<file path="config.mk">
export PLATFORM = sky130hd
export DESIGN_NAME = pe_array_ctrl_flat
export DESIGN_NICKNAME = d
export VERILOG_FILES = /design/src/rtl/pe_array_ctrl_if.sv /design/src/rtl/pe_array_ctrl.sv /design/src/flat_wrapper.sv
export SDC_FILE = /design/constraint.sdc
export NUM_CORES = 1
export LEC_CHECK = 0
export BUFFER_PORTS_ARGS = -buffer_cell sky130_fd_sc_hd__buf_2
export CORE_MARGIN = 2
export CORE_UTILIZATION = 50
export CTS_CLUSTER_SIZE = 14
export DETAILED_ROUTE_END_ITERATION = 16
export HOLD_SLACK_MARGIN = 0.15
export PLACE_DENSITY = 0.76
export SLEW_MARGIN = 10
export SYNTH_ARGS = -nofsm -noshare
export SYNTH_HDL_FRONTEND = slang
export SYNTH_SLANG_ARGS = --single-unit
</file>
<file path="constraint.sdc">
create_clock -name CLK -period 11.6 [get_ports CLK]
set_clock_uncertainty 0.2 [all_clocks]
set_input_delay 2.32 -clock CLK [delete_from_list [all_inputs] [get_ports CLK]]
set_output_delay 2.32 -clock CLK [all_outputs]
set_load 0.03 [all_outputs]
</file>
<file path="src/rtl/pe_array_ctrl_if.sv">
// Interface between the tile scheduler / array side and the PE array sequencer.
// The master modport is the scheduler/array side; the slave modport is the
// sequencer. With PE_CTRL_PERF_EN defined, the interface also carries
// perf_cycles.
interface pe_array_ctrl_if #(
  parameter int ROWS = 16,
  parameter int COLS = 16,
  parameter int K_W  = 10
) ();
  localparam int AW = (ROWS > 1) ? $clog2(ROWS) : 1;

  logic            start;
  logic [K_W-1:0]  k_len;
  logic            opsel_cfg;
  logic            abort;
  logic            busy;
  logic            done;
  logic            arr_en;
  logic            arr_w_en;
  logic            arr_selector;
  logic            arr_opsel;
  logic            w_rd_valid;
  logic [AW-1:0]   w_rd_addr;
  logic            act_rd_valid;
  logic [K_W-1:0]  act_rd_addr;
  logic [COLS-1:0] out_col_en;
  logic [K_W-1:0]  out_vec_idx;
`ifdef PE_CTRL_PERF_EN
  logic [31:0]     perf_cycles;

  modport master (
    output start, k_len, opsel_cfg, abort,
    input  busy, done, arr_en, arr_w_en, arr_selector, arr_opsel,
    input  w_rd_valid, w_rd_addr, act_rd_valid, act_rd_addr,
    input  out_col_en, out_vec_idx, perf_cycles
  );

  modport slave (
    input  start, k_len, opsel_cfg, abort,
    output busy, done, arr_en, arr_w_en, arr_selector, arr_opsel,
    output w_rd_valid, w_rd_addr, act_rd_valid, act_rd_addr,
    output out_col_en, out_vec_idx, perf_cycles
  );
`else
  modport master (
    output start, k_len, opsel_cfg, abort,
    input  busy, done, arr_en, arr_w_en, arr_selector, arr_opsel,
    input  w_rd_valid, w_rd_addr, act_rd_valid, act_rd_addr,
    input  out_col_en, out_vec_idx
  );

  modport slave (
    input  start, k_len, opsel_cfg, abort,
    output busy, done, arr_en, arr_w_en, arr_selector, arr_opsel,
    output w_rd_valid, w_rd_addr, act_rd_valid, act_rd_addr,
    output out_col_en, out_vec_idx
  );
`endif
endinterface

</file>
<file path="src/rtl/pe_array_ctrl.sv">
// Weight-stationary systolic PE array sequencer.
// For each tile it loads ROWS weight rows, then streams k_len activation
// vectors and drains the array, opening per-column output-valid windows.
// Every output comes from a flop. Output values are decoded from the next
// state and count, so the strobes line up with the state they belong to.
// Optional macro PE_CTRL_PERF_EN adds a saturating busy-cycle counter
// (perf_cycles).
module pe_array_ctrl #(
  parameter int ROWS = 16,
  parameter int COLS = 16,
  parameter int K_W  = 10
) (
  input  logic            CLK,
  input  logic            RESET,
  pe_array_ctrl_if.slave  bus
);
  localparam int AW = (ROWS > 1) ? $clog2(ROWS) : 1;
  localparam int CW = K_W + 1;
  localparam int XW = K_W + 2;

  localparam logic [CW-1:0] ROWS_C      = CW'(ROWS);
  localparam logic [CW-1:0] LOAD_LAST_C = CW'(ROWS - 1);
  localparam logic [CW-1:0] TAIL_C      = CW'(ROWS + COLS - 2);

  typedef enum logic [1:0] {
    IDLE    = 2'd0,
    LOAD_W  = 2'd1,
    COMPUTE = 2'd2,
    DONE    = 2'd3
  } state_t;

  state_t          state_r;
  state_t          state_nx_s;
  logic [CW-1:0]   cnt_r;
  logic [CW-1:0]   cnt_nx_s;
  logic [K_W-1:0]  k_len_r;
  logic            opsel_r;
  logic            accept_s;
  logic            opsel_nx_s;
  logic [CW-1:0]   last_cnt_s;

  logic            busy_nx_s;
  logic            done_nx_s;
  logic            en_nx_s;
  logic            w_en_nx_s;
  logic            sel_nx_s;
  logic            arr_opsel_nx_s;
  logic            w_valid_nx_s;
  logic [AW-1:0]   w_addr_nx_s;
  logic            act_valid_nx_s;
  logic [K_W-1:0]  act_addr_nx_s;
  logic [COLS-1:0] col_en_nx_s;
  logic [K_W-1:0]  vec_idx_nx_s;

  logic            busy_r;
  logic            done_r;
  logic            en_r;
  logic            w_en_r;
  logic            sel_r;
  logic            arr_opsel_r;
  logic            w_valid_r;
  logic [AW-1:0]   w_addr_r;
  logic            act_valid_r;
  logic [K_W-1:0]  act_addr_r;
  logic [COLS-1:0] col_en_r;
  logic [K_W-1:0]  vec_idx_r;

  // A tile is accepted only from IDLE and only with a non-empty vector count.
  assign accept_s   = (state_r == IDLE) && bus.start && (bus.k_len != {K_W{1'b0}});
  // Last COMPUTE count is k_len + ROWS + COLS - 2 (fill plus drain of the array).
  assign last_cnt_s = {1'b0, k_len_r} + TAIL_C;
  // The first LOAD_W cycle must already show the newly latched opsel.
  assign opsel_nx_s = accept_s ? bus.opsel_cfg : opsel_r;

  // State and counter register.
  always_ff @(posedge CLK or posedge RESET) begin
    if (RESET) begin
      state_r <= IDLE;
      cnt_r   <= {CW{1'b0}};
    end else begin
      state_r <= state_nx_s;
      cnt_r   <= cnt_nx_s;
    end
  end

  // Latch the tile configuration on an accepted start.
  always_ff @(posedge CLK or posedge RESET) begin
    if (RESET) begin
      k_len_r <= {K_W{1'b0}};
      opsel_r <= 1'b0;
    end else if (accept_s) begin
      k_len_r <= bus.k_len;
      opsel_r <= bus.opsel_cfg;
    end else begin
      k_len_r <= k_len_r;
      opsel_r <= opsel_r;
    end
  end

  // Next-state and next-count decode; abort outranks the normal transition.
  always_comb begin
    state_nx_s = state_r;
    cnt_nx_s   = cnt_r;
    case (state_r)
      IDLE: begin
        if (accept_s) begin
          state_nx_s = LOAD_W;
          cnt_nx_s   = {CW{1'b0}};
        end else begin
          state_nx_s = IDLE;
          cnt_nx_s   = {CW{1'b0}};
        end
      end
      LOAD_W: begin
        if (bus.abort) begin
          state_nx_s = IDLE;
          cnt_nx_s   = {CW{1'b0}};
        end else if (cnt_r == LOAD_LAST_C) begin
          state_nx_s = COMPUTE;
          cnt_nx_s   = {CW{1'b0}};
        end else begin
          state_nx_s = LOAD_W;
          cnt_nx_s   = cnt_r + {{(CW-1){1'b0}}, 1'b1};
        end
      end
      COMPUTE: begin
        if (bus.abort) begin
          state_nx_s = IDLE;
          cnt_nx_s   = {CW{1'b0}};
        end else if (cnt_r == last_cnt_s) begin
          state_nx_s = DONE;
          cnt_nx_s   = {CW{1'b0}};
        end else begin
          state_nx_s = COMPUTE;
          cnt_nx_s   = cnt_r + {{(CW-1){1'b0}}, 1'b1};
        end
      end
      DONE: begin
        state_nx_s = IDLE;
        cnt_nx_s   = {CW{1'b0}};
      end
      default: begin
        state_nx_s = IDLE;
        cnt_nx_s   = {CW{1'b0}};
      end
    endcase
  end

  // Output decode from the next state/count; the values are registered below.
  always_comb begin
    busy_nx_s      = 1'b0;
    done_nx_s      = 1'b0;
    en_nx_s        = 1'b0;
    w_en_nx_s      = 1'b0;
    sel_nx_s       = 1'b0;
    arr_opsel_nx_s = 1'b0;
    w_valid_nx_s   = 1'b0;
    w_addr_nx_s    = {AW{1'b0}};
    act_valid_nx_s = 1'b0;
    act_addr_nx_s  = {K_W{1'b0}};
    col_en_nx_s    = {COLS{1'b0}};
    vec_idx_nx_s   = {K_W{1'b0}};
    case (state_nx_s)
      IDLE: begin
        busy_nx_s = 1'b0;
      end
      LOAD_W: begin
        busy_nx_s      = 1'b1;
        en_nx_s        = 1'b1;
        w_en_nx_s      = 1'b1;
        sel_nx_s       = 1'b1;
        arr_opsel_nx_s = opsel_nx_s;
        w_valid_nx_s   = 1'b1;
        w_addr_nx_s    = cnt_nx_s[AW-1:0];
      end
      COMPUTE: begin
        busy_nx_s      = 1'b1;
        en_nx_s        = 1'b1;
        arr_opsel_nx_s = opsel_r;
        // Activations enter unskewed for the first k_len counts.
        if (cnt_nx_s < {1'b0, k_len_r}) begin
          act_valid_nx_s = 1'b1;
          act_addr_nx_s  = cnt_nx_s[K_W-1:0];
        end else begin
          act_valid_nx_s = 1'b0;
          act_addr_nx_s  = {K_W{1'b0}};
        end
        // Column c emits after ROWS+c cycles of skew, for k_len cycles.
        for (int c = 0; c < COLS; c++) begin
          col_en_nx_s[c] = ({1'b0, cnt_nx_s} >= XW'(ROWS + c)) &&
                           ({1'b0, cnt_nx_s} < (XW'(ROWS + c) + {2'b00, k_len_r}));
        end
        if (col_en_nx_s[0]) begin
          vec_idx_nx_s = K_W'(cnt_nx_s - ROWS_C);
        end else begin
          vec_idx_nx_s = {K_W{1'b0}};
        end
      end
      DONE: begin
        done_nx_s = 1'b1;
      end
      default: begin
        busy_nx_s = 1'b0;
      end
    endcase
  end

  // Output registers.
  always_ff @(posedge CLK or posedge RESET) begin
    if (RESET) begin
      busy_r      <= 1'b0;
      done_r      <= 1'b0;
      en_r        <= 1'b0;
      w_en_r      <= 1'b0;
      sel_r       <= 1'b0;
      arr_opsel_r <= 1'b0;
      w_valid_r   <= 1'b0;
      w_addr_r    <= {AW{1'b0}};
      act_valid_r <= 1'b0;
      act_addr_r  <= {K_W{1'b0}};
      col_en_r    <= {COLS{1'b0}};
      vec_idx_r   <= {K_W{1'b0}};
    end else begin
      busy_r      <= busy_nx_s;
      done_r      <= done_nx_s;
      en_r        <= en_nx_s;
      w_en_r      <= w_en_nx_s;
      sel_r       <= sel_nx_s;
      arr_opsel_r <= arr_opsel_nx_s;
      w_valid_r   <= w_valid_nx_s;
      w_addr_r    <= w_addr_nx_s;
      act_valid_r <= act_valid_nx_s;
      act_addr_r  <= act_addr_nx_s;
      col_en_r    <= col_en_nx_s;
      vec_idx_r   <= vec_idx_nx_s;
    end
  end

  assign bus.busy         = busy_r;
  assign bus.done         = done_r;
  assign bus.arr_en       = en_r;
  assign bus.arr_w_en     = w_en_r;
  assign bus.arr_selector = sel_r;
  assign bus.arr_opsel    = arr_opsel_r;
  assign bus.w_rd_valid   = w_valid_r;
  assign bus.w_rd_addr    = w_addr_r;
  assign bus.act_rd_valid = act_valid_r;
  assign bus.act_rd_addr  = act_addr_r;
  assign bus.out_col_en   = col_en_r;
  assign bus.out_vec_idx  = vec_idx_r;

`ifdef PE_CTRL_PERF_EN
  logic [31:0] perf_r;

  // Saturating count of busy cycles, cleared by each accepted start.
  always_ff @(posedge CLK or posedge RESET) begin
    if (RESET) begin
      perf_r <= 32'd0;
    end else if (accept_s) begin
      perf_r <= 32'd0;
    end else if (busy_r && (perf_r != 32'hFFFF_FFFF)) begin
      perf_r <= perf_r + 32'd1;
    end else begin
      perf_r <= perf_r;
    end
  end

  assign bus.perf_cycles = perf_r;
`endif
endmodule

</file>
<file path="src/flat_wrapper.sv">
// flat-port wrapper written by rule: the top's interface ports become plain ports
module pe_array_ctrl_flat 
#(
  parameter int ROWS = 16,
  parameter int COLS = 16,
  parameter int K_W  = 10
)
  (CLK, RESET, bus_start, bus_k_len, bus_opsel_cfg, bus_abort, bus_busy, bus_done, bus_arr_en, bus_arr_w_en, bus_arr_selector, bus_arr_opsel, bus_w_rd_valid, bus_w_rd_addr, bus_act_rd_valid, bus_act_rd_addr, bus_out_col_en, bus_out_vec_idx);
  pe_array_ctrl_if #(.ROWS(ROWS), .COLS(COLS), .K_W(K_W)) bus_i ();
  input  logic CLK;
  input  logic RESET;
  input wire logic [$bits(bus_i.start)-1:0] bus_start;
  input wire logic [$bits(bus_i.k_len)-1:0] bus_k_len;
  input wire logic [$bits(bus_i.opsel_cfg)-1:0] bus_opsel_cfg;
  input wire logic [$bits(bus_i.abort)-1:0] bus_abort;
  output wire logic [$bits(bus_i.busy)-1:0] bus_busy;
  output wire logic [$bits(bus_i.done)-1:0] bus_done;
  output wire logic [$bits(bus_i.arr_en)-1:0] bus_arr_en;
  output wire logic [$bits(bus_i.arr_w_en)-1:0] bus_arr_w_en;
  output wire logic [$bits(bus_i.arr_selector)-1:0] bus_arr_selector;
  output wire logic [$bits(bus_i.arr_opsel)-1:0] bus_arr_opsel;
  output wire logic [$bits(bus_i.w_rd_valid)-1:0] bus_w_rd_valid;
  output wire logic [$bits(bus_i.w_rd_addr)-1:0] bus_w_rd_addr;
  output wire logic [$bits(bus_i.act_rd_valid)-1:0] bus_act_rd_valid;
  output wire logic [$bits(bus_i.act_rd_addr)-1:0] bus_act_rd_addr;
  output wire logic [$bits(bus_i.out_col_en)-1:0] bus_out_col_en;
  output wire logic [$bits(bus_i.out_vec_idx)-1:0] bus_out_vec_idx;
  assign bus_i.start = bus_start;
  assign bus_i.k_len = bus_k_len;
  assign bus_i.opsel_cfg = bus_opsel_cfg;
  assign bus_i.abort = bus_abort;
  assign bus_busy = bus_i.busy;
  assign bus_done = bus_i.done;
  assign bus_arr_en = bus_i.arr_en;
  assign bus_arr_w_en = bus_i.arr_w_en;
  assign bus_arr_selector = bus_i.arr_selector;
  assign bus_arr_opsel = bus_i.arr_opsel;
  assign bus_w_rd_valid = bus_i.w_rd_valid;
  assign bus_w_rd_addr = bus_i.w_rd_addr;
  assign bus_act_rd_valid = bus_i.act_rd_valid;
  assign bus_act_rd_addr = bus_i.act_rd_addr;
  assign bus_out_col_en = bus_i.out_col_en;
  assign bus_out_vec_idx = bus_i.out_vec_idx;
  pe_array_ctrl #(.ROWS(ROWS), .COLS(COLS), .K_W(K_W)) u_core (.CLK(CLK), .RESET(RESET), .bus(bus_i));
endmodule
</file>
==> results of run 1 <==
-- cell families (layout without fill, tap and decap cells) --
| logic type | count (synthesis) | after routing | synth area share |
|---|---|---|---|
| xor gates and xnor gates | 132 | 132 | 0.141 |
| AOI/OAI and AO/OA | 241 | 241 | 0.174 |
| muxes | 2 | 2 | 0.00254 |
| buffers and inverters | 90 | 133 | 0.0454 |
| and+or+nand+nor | 296 | 296 | 0.176 |
| DFF | 69 | 69 | 0.206 |
| adders and majority gates | 170 | 170 | 0.254 |
-- path summary, 6_finish.rpt --
path,startpoint,to
max in group asynchronous,RESET,u_core.k_len_r[5]
min,u_core.opsel_r,u_core.opsel_r
min in group asynchronous,RESET,u_core.cnt_r[4]
max reg2reg,u_core.k_len_r[4],u_core.bus.out_vec_idx[7]
max,u_core.k_len_r[4],u_core.bus.out_vec_idx[7]
min reg2reg,u_core.opsel_r,u_core.opsel_r
-- worst max-delay path, delay by kind of cell (launching register included) --
family                     cells  cell delay, ns
and+or+nand+nor                4            0.84
DFF                            1            1.07
xor gates and xnor gates       1            0.19
buffers and inverters          2            0.75
adders and majority gates      2            0.80
AOI/OAI and AO/OA              7            2.42
-- through the flow --
stage,util,worst slack (ns),total power [µW]
2_1_floorplan,-,6.22,740
3_3_place_gp,0.538,5.54,880
3_5_place_dp,0.538,5.40,888
4_1_cts,0.558,5.32,1210
5_1_grt,0.558,4.78,1300
6_report,0.558,5.14,1230
-- synth_stat cells (all sizes together), types with 2 or more instances --
cell type | number | area [µm²]
nand4 | 34 | 213
a31oi | 12 | 75.1
inv | 39 | 146
nor2 | 97 | 364
a21o | 35 | 263
or4 | 6 | 48.8
a2111oi | 2 | 17.5
buf | 28 | 148
clkinv | 3 | 11.3
o21bai | 2 | 15.0
o22ai | 2 | 12.5
or2 | 9 | 56.3
nand2b | 17 | 106
nor3b | 2 | 15.0
nor2b | 18 | 113
o21ai | 66 | 330
nand2 | 46 | 173
xnor3 | 2 | 45.0
a21oi | 89 | 449
nor3 | 22 | 110
and3 | 3 | 18.8
o31ai | 2 | 28.8
dfrtp | 69 | 1730
o21a | 7 | 52.6
and4 | 3 | 26.3
xor2 | 17 | 149
a311oi | 2 | 23.8
ha | 170 | 2130
a41oi | 3 | 26.3
nand4b | 3 | 26.3
nor4 | 9 | 62.6
a211oi | 7 | 62.6
xnor2 | 113 | 990
nand3 | 22 | 110
or3 | 3 | 18.8
a21boi | 3 | 26.3
a22o | 2 | 17.5
clkbuf | 20 | 75.1
-- report_power, final --
part           internal (µW)  total, µW  switching [µW]
Sequential               251        287            35.7
Combinational            243        622             379
Clock                    192        320             128
-- registers in the layout, summed over array words and instances, names as in the netlist, 2 cells and up --
signal,count
u_core.state_r,2
u_core.k_len_r,10
u_core.cnt_r,11
u_core.bus.act_rd_addr,10
u_core.bus.w_rd_addr,4
u_core.bus.out_vec_idx,10
u_core.bus.out_col_en,16
-- layout make-up --
class | instances | area (µm²)
Timing Repair Buffer | 75 | 408
Clock inverter | 7 | 105
Fill cell | 1544 | 7280
Tap cell | 220 | 275
Multi-Input combinational cell | 841 | 6290
Clock buffer | 9 | 225
Inverter | 42 | 158
Sequential cell | 69 | 1730
-- metal layers --
metal | global-route usage | vias up | routed length, µm
met2 | 0.462 | 405 | 11400
met5 | 0 | - | 0
li1 | - | 3650 | -
met1 | 0.379 | 3584 | 10900
met3 | 0.0769 | 91 | 2500
met4 | 0.145 | 0 | 1140
==> results.toml, run 1 <==
[timing]
rsz0062_at_grt = "no"
worst_pin_slew_ns = 1.20
finalHoldWorstSlack_ns = 0.360
maxSlewViolCount = 0
slew_headroom = 0.197
fin_tns_setup_ns = 0
max_freq_ghz = 0.155
fin_crit_ns = 6.46
hold_viol = 0
setup_viol = 0
post-route-period-util = 0.557

[floorplanning]
die-area_mm2 = 0.0178
rows = 47
core_mm2 = 0.0165
chipWidth_um = 133
io_pins = 63
initial_utilization = 0.509
fp.dieH_um = 133

[route]
drc = 0
vias = 7730
firstDrtPassIters = 6
antenna_left = 0
avgViaCountPerCell = 6.12
wl_mm = 26.0
drtIter0Drc = 802
avgRoutedWirePerCell_um = 20.6

[power]
power_density_mw_per_mm2 = 134
ir_drop_v = 0.0000922
p_leak_uw = 0.00452

[clock_tree]
insertion_delay_ns = 0.37
cts_tree = "yes"
cts_buffers = 9
ctsResizeCount = 0
ctsHoldBuffers = 0
clkTransAtPathRegs_ns = 0.07
ctsRootBufferMaster = "clkbuf_16"
postCtsSetupBuffers = 0
cts_sinks = 69
htreeDepth = 3
cts_buffer_depth = 2

[place]
dp_hpwl_mm = 18.7
port_buffers = 62
dp.cells = 1247
finalWeightedCongestion = 1.01
placed_cell_area_mm2 = 0.00886

[synth]
synth_edf_count = 0
synthFlopType = "dfrtp_1"
ys_warn_count = 0
syn_area_per_cell_um2 = 8.38
synth_seq_area_share = 0.206
syn_nets = 1185
synthCells = 1000
ys_types = 63
synth_area_mm2 = 0.00838
async_reset_ff_frac = 1.00
ys_seq_elements = 69

[global_route]
overflow = 0
grt_pass1_vias = 7427
grt_start_max_net_pins = 70
antenna_found_initial = 0
grt_first_pass_wirelength_mm = 40.8
grt_usage = 0.295

[layout]
nets = 1223
drive_above_1_share = 0.110
layout_common_cells = "ha_1, xnor2_1, nor2_1"
stdcell_area_mm2 = 0.00919
final_common_cell = "ha_1"
area_growth_pct = 9.65
diodes = 0
fin_cells = 1263

[worst_setup_path]
cp_slowest_cell = "dfrtp_1"
r2r_cells = 16
slowest_delay_ns = 1.07
start_kind = "flop"
rrSetupSlack_ns = 5.14
arrival_ns = 6.46
path_cells = "inv_1 > ha_1 > a21oi_2 > xnor3_1 > nand3_1 > o31ai_4 > nor2_1 > buf_4 > ha_1 > o21a_1 > o21a_1 > o21ai_0 > nand2b_1 > a21oi_1 > o211ai_1 > nor2_1"
path_class = "reg -> reg"
path_max_fanout = 27
critPathRequiredTime_ns = 11.59
endpoint_kind = "flop"

[outcome]
status = "complete, no violations"

[hold_path]
hold_path_class = "reg -> reg"
whs_path_depth = 1

[job]
cap_viol_max_count = 0
Power figures use the tool's default switching activity.
==> inputs of run 2 (changes only) <==
==> constraint.sdc (replaced) <==
create_clock -name CLK -period 6.18 [get_ports CLK]
set_clock_uncertainty 0.2 [all_clocks]
set_input_delay 1.236 -clock CLK [delete_from_list [all_inputs] [get_ports CLK]]
set_output_delay 1.236 -clock CLK [all_outputs]
set_load 0.03 [all_outputs]
==> run 2 against run 1 <==
Fmax up 15%; count of clock-buffer cells in the layout unchanged; first-iteration DRC count up 9.7%; routed wire length up 2.8%; hold slack worse by 0.032 ns; via count up 1.7%; critical path depth down 3; final cell count up 1.3%; setup slack worse by 4.6 ns; sequential power up 76%.
==> results.toml, run 2 (synthesis results as in run 1) <==
[floorplanning]
fp.dieH_um = 133
initial_utilization = 0.509
io_pins = 63
die-area_mm2 = 0.0178
chipWidth_um = 133
core_mm2 = 0.0165
rows = 47

[worst_setup_path]
cp_top_family = "compound AO/OA/AOI/OAI gates"
path_class = "reg -> reg"
endpoint_kind = "flop"
slowest_delay_ns = 0.83
crit_buf_inv = 2
worst_path_most_repeated_cell = "ha_1"
path_max_fanout = 16
critPathRequiredTime_ns = 6.16
path_cells = "clkinv_1 > ha_1 > a21oi_1 > xnor2_1 > nand3_1 > o31ai_4 > or2_2 > inv_1 > ha_1 > nand2_1 > o41a_1 > o221ai_1 > nor2_1"
arrival_ns = 5.59
start_kind = "flop"
cp_slowest_cell = "o221ai_1"

[clock_tree]
clkTransAtPathRegs_ns = 0.07
ctsResizeCount = 0
postCtsSetupBuffers = 0
cts_buffers = 9
cts_tree = "yes"
insertion_delay_ns = 0.36
ctsHoldBuffers = 0
cts_buffer_depth = 2
htreeDepth = 3
ctsRootBufferMaster = "clkbuf_16"
cts_sinks = 69

[global_route]
overflow = 0
grt_start_max_net_pins = 70
grt_usage = 0.306
grt_pass1_vias = 7658
antenna_found_initial = 2
grt_first_pass_wirelength_mm = 42.1

[power]
pwr-share-clk = 0.234
seqPwrFrac = 0.225
ir_drop_v = 0.000168
switching_share = 0.454
p_leak_uw = 0.00456
power_uw = 2250
power_density_mw_per_mm2 = 243
p_sw_uw = 1020
p_int_uw = 1230
combPwrFrac = 0.541

[route]
met1_length_mm = 11.1
drc = 0
wl_mm = 26.7
avgRoutedWirePerCell_um = 20.9
met3_length_mm = 2.72
firstDrtPassIters = 6
antenna_left = 0
dr_wl_met2_mm = 11.9
drtIter0Drc = 880
vias = 7863
highest_layer = "met4"
avgViaCountPerCell = 6.15

[timing]
maxSlewViolCount = 0
slew_headroom = 0.238
setup_ws_ns = 0.575
max_freq_ghz = 0.178
finalHoldWorstSlack_ns = 0.328
fin_crit_ns = 5.60
hold_viol = 0
fin_tns_setup_ns = 0
rsz0062_at_grt = "no"
post-route-period-util = 0.907
worst_pin_slew_ns = 1.13
setup_viol = 0

[layout]
area_growth_pct = 10.5
final_common_cell = "ha_1"
fillers = 1494
nets = 1237
largest_register_ff_count = 16
drive_above_1_share = 0.122
fin_cells = 1279
layout_common_cells = "ha_1, xnor2_1, nor2_1"

[place]
dp_hpwl_mm = 19.7
dp.cells = 1261
port_buffers = 62
finalWeightedCongestion = 1.03
preCtsSetupSlack_ns = 0.748

[hold_path]
hold_path_class = "reg -> reg"

[job]
cap_viol_max_count = 0

[outcome]
status = "complete, no violations"
==> run 2: cell types whose count changed in the layout (fill, tap and decap cells not counted), sizes merged <==
cell,previous run,this run
buf,75,89
bufinv,2,0
diode,0,2
inv,42,44
clkinv,4,3
clkinvlp,1,2
==> run 2: path summary, 6_finish.rpt <==
check,from,to,slack [ns],depth (start not counted)
worst min-delay path,u_core.opsel_r,u_core.opsel_r,0.33,1
worst max register to register,u_core.k_len_r[3],u_core.bus.act_rd_addr[1],0.58,13
worst min register to register,u_core.opsel_r,u_core.opsel_r,0.33,1
min in group asynchronous,RESET,u_core.bus.out_vec_idx[9],0.95,3
worst max-delay path,u_core.k_len_r[3],u_core.bus.act_rd_addr[1],0.58,13
max in group asynchronous,RESET,u_core.k_len_r[1],4.25,3
==> run 2: layer usage <==
layer	track usage	vias up
met5	0	-
met4	0.136	0
met1	0.410	3663
met3	0.0597	81
li1	-	3663
met2	0.482	456
==> run 2: worst reg2reg max path: cells and delay by family (launching register included) <==
family,cells,cell delay (ns)
XOR/XNOR,1,0.16
adder cells (fa/ha/maj),2,0.95
AND/OR/NAND/NOR,4,0.66
AO/OA/AOI/OAI,4,2.22
buffers and inverters,2,0.65
flip-flops,1,0.59
==> run 2: power by group through the flow <==
stage | logic [µW] | registers, µW | clock network [µW]
5_1_grt | 1340 | 506 | 549
3_5_place_dp | 1180 | 510 | 0
4_1_cts | 1190 | 502 | 527
3_3_place_gp | 1160 | 509 | 0
2_1_floorplan | 885 | 504 | 0
6_report | 1220 | 504 | 526
==> run 2: cell type report <==
type,instances,area [µm²],area share
multi-input cells,841,6290,0.680
flip-flops and latches,69,1730,0.187
repair buffers,89,513,0.0554
well taps,220,275,0.0297
clock buffers,9,225,0.0243
inverters,42,158,0.0170
clock inverters,7,63.8,0.00689
diodes,2,5.00,0.000541
==> run 2: per-stage QoR <==
step | cell area, µm² | utilization
3_5_place_dp | 8960 | 0.544
5_1_grt | 9250 | 0.562
2_1_floorplan | 8380 | -
6_report | 9260 | 0.562
3_3_place_gp | 8960 | 0.544
4_1_cts | 9250 | 0.562
